File: src/rtl/bus_master_arbiter.sv
// Round-robin owner arbiter for four active-low bus masters; grants are registered, 1 clock from request.
// Owner keeps the bus while its request stays low; optional BUS_ARB_TIMEOUT_EN adds a forced revoke after MAX_HOLD.
module bus_master_arbiter #(
    parameter int MAX_HOLD = 255,
    parameter int CNT_W    = 8
) (
    input  logic       clk,
    input  logic       reset,
    input  logic [3:0] req_,
    output logic [3:0] grnt_,
    output logic [1:0] owner,
    output logic       bus_idle,
    output logic       timeout,
    output logic [1:0] timeout_id
);

    typedef enum logic {IDLE, OWNED} state_t;

    state_t     state;
    logic [1:0] last;
    logic [3:0] cand;
    logic [1:0] base;
    logic [1:0] sel;
    logic       sel_vld;

    if (MAX_HOLD < 1 || MAX_HOLD > 255 || (2 ** CNT_W) <= MAX_HOLD) begin : g_param_check
        $error("bus_master_arbiter: illegal MAX_HOLD/CNT_W combination");
    end

`ifdef BUS_ARB_TIMEOUT_EN
    logic [CNT_W-1:0] hold_cnt;
    logic [3:0]       mask;

    assign cand = ~req_ & ~mask;
`else
    assign cand       = ~req_;
    assign timeout    = 1'b0;
    assign timeout_id = 2'd0;
`endif

    // On release the owner becomes the new round-robin reference, so scan from it directly.
    assign base = (state == OWNED) ? owner : last;

    always_comb begin
        logic [1:0] idx;
        sel_vld = 1'b0;
        sel     = base;
        idx     = base;
        // Descending scan: the nearest requester after base is written last and wins.
        for (int k = 4; k >= 1; k--) begin
            idx = base + 2'(k);
            if (cand[idx]) begin
                sel_vld = 1'b1;
                sel     = idx;
            end
        end
    end

    always_ff @(posedge clk) begin
        if (reset) begin
            state    <= IDLE;
            grnt_    <= 4'b1111;
            owner    <= 2'd0;
            bus_idle <= 1'b1;
            last     <= 2'd3;
`ifdef BUS_ARB_TIMEOUT_EN
            timeout    <= 1'b0;
            timeout_id <= 2'd0;
            hold_cnt   <= '0;
            mask       <= 4'b0000;
`endif
        end else begin
`ifdef BUS_ARB_TIMEOUT_EN
            timeout <= 1'b0;
            mask    <= mask & ~req_;
`endif
            case (state)
                IDLE: begin
                    if (sel_vld) begin
                        grnt_    <= ~(4'b0001 << sel);
                        owner    <= sel;
                        bus_idle <= 1'b0;
                        state    <= OWNED;
`ifdef BUS_ARB_TIMEOUT_EN
                        hold_cnt <= '0;
`endif
                    end
                end
                OWNED: begin
                    if (req_[owner]) begin
                        last <= owner;
                        if (sel_vld) begin
                            grnt_ <= ~(4'b0001 << sel);
                            owner <= sel;
`ifdef BUS_ARB_TIMEOUT_EN
                            hold_cnt <= '0;
`endif
                        end else begin
                            grnt_    <= 4'b1111;
                            bus_idle <= 1'b1;
                            state    <= IDLE;
                        end
                    end
`ifdef BUS_ARB_TIMEOUT_EN
                    else if (hold_cnt == CNT_W'(MAX_HOLD)) begin
                        grnt_      <= 4'b1111;
                        bus_idle   <= 1'b1;
                        timeout    <= 1'b1;
                        timeout_id <= owner;
                        last       <= owner;
                        mask       <= (mask & ~req_) | (4'b0001 << owner);
                        state      <= IDLE;
                    end else begin
                        hold_cnt <= hold_cnt + 1'b1;
                    end
`endif
                end
                default: state <= IDLE;
            endcase
        end
    end

endmodule

File: config.mk
export PLATFORM = sky130hd
export DESIGN_NAME = bus_master_arbiter
export DESIGN_NICKNAME = d
export VERILOG_FILES = /design/src/rtl/bus_master_arbiter.sv
export SDC_FILE = /design/constraint.sdc
export NUM_CORES = 1
export LEC_CHECK = 0
export BUFFER_PORTS_ARGS = -buffer_cell sky130_fd_sc_hd__buf_2
export CORE_MARGIN = 5
export CORE_UTILIZATION = 30
export DETAILED_ROUTE_END_ITERATION = 6
export GPL_TIMING_DRIVEN = 0
export HOLD_SLACK_MARGIN = 0.02
export PLACE_DENSITY = 0.58
export SLEW_MARGIN = 10
export SYNTH_ARGS = -nofsm -noshare
export SYNTH_HDL_FRONTEND = slang
export SYNTH_SLANG_ARGS = --single-unit
File: constraint.sdc
create_clock -name clk -period 1.8 [get_ports clk]
set_input_delay 0.09 -clock clk [delete_from_list [all_inputs] [get_ports clk]]
set_output_delay 0.09 -clock clk [all_outputs]
set_load 0.02 [all_outputs]
# After elaboration in Yosys (flattened, before gate mapping)
# Cells that the tools add are included.
# Widths: inputs -> output; s select.
[word_totals]
reg_bits = 10
elab_cells = 55
[op_classes]
n_lt_le_gt_ge = 5
reduce_logical = 3
n_bitwise = 3
eq_ne = 3
muxes = 32
add_sub_neg = 3
n_shift = 1
[ops]
columns = ["cell", "count"]
rows = [
  ["$lt 2x3->1 const B", 5],
  ["$mux 1", 14],
  ["$mux 2", 6],
  ["$mux 4", 3],
  ["$bmux 1 s2", 5],
  ["$not 4->4", 2],
  ["$pmux 4 s2", 1],
  ["$add 2x2->2 const B", 2],
  ["$ne 2x2->1 const B", 2],
  ["$pmux 1 s2", 2],
  ["$pmux 2 s2", 1],
  ["$reduce_and 2->1", 2],
  ["$shl 1x2->4 const A", 1],
  ["$reduce_and 3->1", 1],
  ["$add 2x1->2 const B", 1],
  ["$ne 2x1->1 const B", 1],
  ["$not 1->1", 1],
]

# Depth between registers and ports, before layout
[logic_depth]
depth_word = 12
depth_mapped = 6
ltp_nobuf = 5

# Worst setup path after synthesis
# OpenSTA, ideal clock, no wires.
[synth_path]
kind = "register to register"
startpoint = "register owner[1]"
endpoint = "register last[0]"
period_less_slack_ns = 1.705
t_required_ns = 1.680
path_buffers = 0
arrival_time_ns = 1.585
path_stages_with_launch = 4
path_slack_ns = 0.095
cell_sequence = "dfxtp_1 mux4_2 and3_2 a211o_1"
[synth_between]
elab_chain_len = 3
[synth_lines]
columns = ["item", "line_no", "source"]
rows = [
  ["start: declaration", "11", "output logic [1:0] owner,"],
  ["start signal: assignment", "81", "owner <= sel;"],
  ["start signal: assignment", "94", "owner <= sel;"],
  ["$bmux 1 s2", "90", "if (req_[owner]) begin"],
  ["$mux 1 (not written as such)", "90", ""],
  ["$reduce_and 2->1 (no line)", "--", ""],
  ["end signal: assignment", "91", "last <= owner;"],
  ["end: declaration", "20", "logic [1:0] last;"],
]
# No other way between the ends. The select of a mux whose other input is x is not followed.
# A chain may end at the register's enable or synchronous reset.

# Worst setup path after layout
[layout_path]
startpoint = "register state"
endpoint = "register grnt_[3]"
[layout_between]
elab_chain_len = 12
elab_cells_between_ends = 29
[layout_lines]
columns = ["item", "line_no", "source"]
rows = [
  ["start: declaration", "19", "state_t state;"],
  ["start signal: assignment", "61", "state <= IDLE;"],
  ["start signal: assignment", "83", "state <= OWNED;"],
  ["start signal: assignment", "101", "state <= IDLE;"],
  ["$mux 2", "42", "assign base = (state == OWNED) ? owner : last;"],
  ["$add 2x2->2", "51", "idx = base + 2'(k);"],
  ["$bmux 1 s2", "52", "if (cand[idx]) begin"],
  ["$mux 1 (not written as such)", "52", ""],
  ["$mux 2 (3 in series)", "52", ""],
  ["$shl 1x2->4", "80, 93", ""],
  ["$not 4->4", "80, 93", ""],
  ["$mux 4", "92", "if (sel_vld) begin"],
  ["$mux 4", "90", ""],
  ["$pmux 4 s2", "77", "case (state)"],
  ["end signal: assignment", "80", "grnt_ <= ~(4'b0001 << sel);"],
  ["end signal: assignment", "93", "grnt_ <= ~(4'b0001 << sel);"],
  ["end: declaration", "10", "output logic [3:0] grnt_,"],
]
# Parallel ways exist; a longest one is shown, timed or not. The select of a mux whose other input is x is not followed.

==> flow_metrics.tcl <==
set metrics [dict create \
    die_h_um 52.40 \
    syn_area_um2 539.3 \
    path_cells "buf_6 > mux2_2 > a2bb2oi_1 > o21ai_1 > nand2b_1 > o22a_2" \
    powerDensity_nw_per_um2 1013 \
    sequentialPowerShare_pct 40.2 \
    dieArea_um2 2745 \
    finalSetupTns_ns 0 \
    num_rows 15 \
    r2r-start "state" \
    holdPathEnd "owner[0]" \
    cap_violations 0 \
    ios 16 \
    crit_arrival_ns 1.82 \
    synth_seq_cells 10 \
    drc 0 \
    globalplace.congestion 0.7708 \
    power.internal_mw 0.4683 \
    synth_warnings 0 \
    final_nets 79 \
    max_freq_mhz 601.3 \
    port_buffers 12 \
    end_kind "flip-flop" \
    avgSynthCellArea_um2 9.986 \
    hold_viol_final 0 \
    period_share_pct 92.40 \
    irDropWorstVdd_v 0.0004740 \
    root_buffer "clkbuf_4" \
    maxSlewViolCount 0 \
    wirelength_um 1028 \
    h-tree-depth 1 \
    slowest_stage "mux2_2" \
    path_max_fanout 9 \
    hold_path_depth 2 \
    cts_buffers 3 \
    p_comb_share_pct 30.8 \
    cts-resized-gates 0 \
    ctsHoldBuffers 0 \
    cts.sinks 10 \
    overflow 0 \
    layout_commonest_cell "buf_2" \
    p_leak_nw 0.2941 \
    fp.coreArea_um2 1727 \
    fin_crit_ns 1.663 \
    ant_nets 0 \
    synth_seq_area_share_pct 37.12 \
    dp_hpwl_um 811.7 \
    path_clk_slew_ns 0.07 \
    wl_per_cell_um 10.60 \
    clock_power_share_pct 29.1 \
    sw_frac_of_total_pct 31.48 \
    rsz0062_at_grt "no" \
    clockBufferDepth 2 \
    r2r_end "grnt_[3]" \
    cts_setup_buffers 0 \
    grt_max_degree 10 \
    rrSetupSlack_ns 0.14 \
    drt_iter0_drc 2 \
    fin_util_pct 39.06 \
    grt_pass1_wl_um 1800 \
    grt_antenna_before_repair 0 \
    hold_start "reset" \
    insertedDiodeCount 0 \
    layout_common_cells "buf_2, dfxtp_1, nor2_1" \
    multi_input_area_um2 309.0 \
    fillers 180 \
    setup_violations 0 \
    max_stage_delay_ns 0.37 \
    groute.usage.overall_pct 8.898 \
    insertion_delay_ns 0.26 \
    ys_types 27 \
    syn_to_final_growth_pct 25.06 \
    reg2regPathDepth 6 \
    worstSetupPathType "flip-flop to flip-flop" \
    drive_gt1_share_pct 38.89 \
    cts_tree "yes" \
    first_global_vias 403 \
    finalClockSkew_ns 0.002634 \
    required_ns 1.96 \
    holdCritPathClass "primary input to flip-flop" \
    regArea_um2 200.2 \
    drtPass1Iterations 2 \
    syn_inst 54 \
    status "finished clean" \
    p_sw_mw 0.2151 \
    viasPerCell 4.639 \
    initial_core_util_pct 31.23 \
    dr_total_vias 450 \
    cp-start-kind "flip-flop" \
    dieWidth_um 52.40 \
]
[critical path, delay by kind of cell, from the launching register on]
| kind | cells | cell delay (ns) |
|---|---|---|
| mux | 1 | 0.37 |
| buf+inv | 1 | 0.14 |
| compound gates | 3 | 0.63 |
| flops | 1 | 0.33 |
| simple gates | 1 | 0.09 |
[power by group through the flow]
stage / combinational [mW] / clock, mW / sequential (mW)
after floorplan: 0.133 / 0 / 0.303
after global placement: 0.210 / 0 / 0.279
after detailed placement: 0.212 / 0 / 0.280
after CTS: 0.213 / 0.208 / 0.274
after global routing: 0.234 / 0.220 / 0.279
final: 0.210 / 0.199 / 0.275
[state kept, by name, indices dropped and copies added, names as in the netlist]
register / flops
grnt_: 4
last: 2
owner: 2
bus_idle: 1
state: 1
[kinds of logic after synthesis]
logic type / Yosys count / share of synthesized area, %
buf+inv: 5 / 6.959
flops: 10 / 37.12
other cells: 1 / 0.6954
compound gates: 15 / 22.97
simple gates: 16 / 14.39
mux: 7 / 17.86
[worst max path at each step]
stage,start,to
global route,owner[1],grnt_[3]
global placement,owner[1],grnt_[3]
CTS,state,grnt_[3]
detailed placement,state,grnt_[3]
finish,state,grnt_[3]
floorplan,owner[1],last[0]
[through the flow]
| stage | cell area (µm²) | cells | hold slack [ns] | worst slack (ns) | power, mW |
|---|---|---|---|---|---|
| 2_1_floorplan | 546.8 | 56 | 0.1624 | 0.09516 | 0.4362 |
| 3_3_place_gp | 638.1 | 93 | 0.3572 | 0.1310 | 0.4894 |
| 6_report | 674.4 | 97 | 0.08370 | 0.1368 | 0.6834 |
| 3_5_place_dp | 638.1 | 93 | 0.3537 | 0.1308 | 0.4913 |
| 5_1_grt | 674.4 | 97 | 0.08667 | 0.01116 | 0.7330 |
| 4_1_cts | 674.4 | 97 | 0.06719 | 0.1223 | 0.6947 |
[layout make-up]
| cell class | instances | area share [%] |
|---|---|---|
| Inverter | 1 | 0.5566 |
| Buffer | 4 | 5.009 |
| Sequential cell | 10 | 29.68 |
| Multi-Input combinational cell | 41 | 45.83 |
| Tap cell | 25 | 4.638 |
| Clock buffer | 4 | 5.380 |
| Timing Repair Buffer | 12 | 8.905 |
[synthesized netlist by cell type]
master / number / share of area (%)
nor2_1: 8 / 5.6
and4_1: 1 / 1.6
o21ai_2: 1 / 1.6
o21ai_1: 1 / 0.93
dfxtp_1: 10 / 37
a21oi_1: 1 / 0.93
o22a_2: 1 / 1.9
a2bb2oi_1: 3 / 4.9
and3_2: 2 / 2.8
o32a_1: 1 / 1.9
nand2_1: 3 / 2.1
mux2i_4: 1 / 4.2
a211oi_1: 1 / 1.4
a211o_1: 2 / 3.2
o22ai_1: 1 / 1.2
buf_4: 3 / 4.2
nand2b_1: 1 / 1.2
conb_1: 1 / 0.70
a31oi_2: 1 / 2.3
mux2_2: 1 / 2.1
mux4_2: 1 / 4.2
buf_6: 1 / 2.1
o211ai_1: 1 / 1.4
nor2b_1: 1 / 1.2
inv_1: 1 / 0.70
mux2i_1: 4 / 7.4
o21bai_1: 1 / 1.4
[metal layers]
layer  global-route usage [%]  vias to the layer above  routed length [µm]
met3                    3.704                        2                  66
met5                        0                        -                   0
met2                    14.05                       10                 472
li1                         -                      238                   -
met4                    5.106                        0                  19
met1                    9.915                      200                 469
No activity file was read; power rests on OpenSTA's default activity.
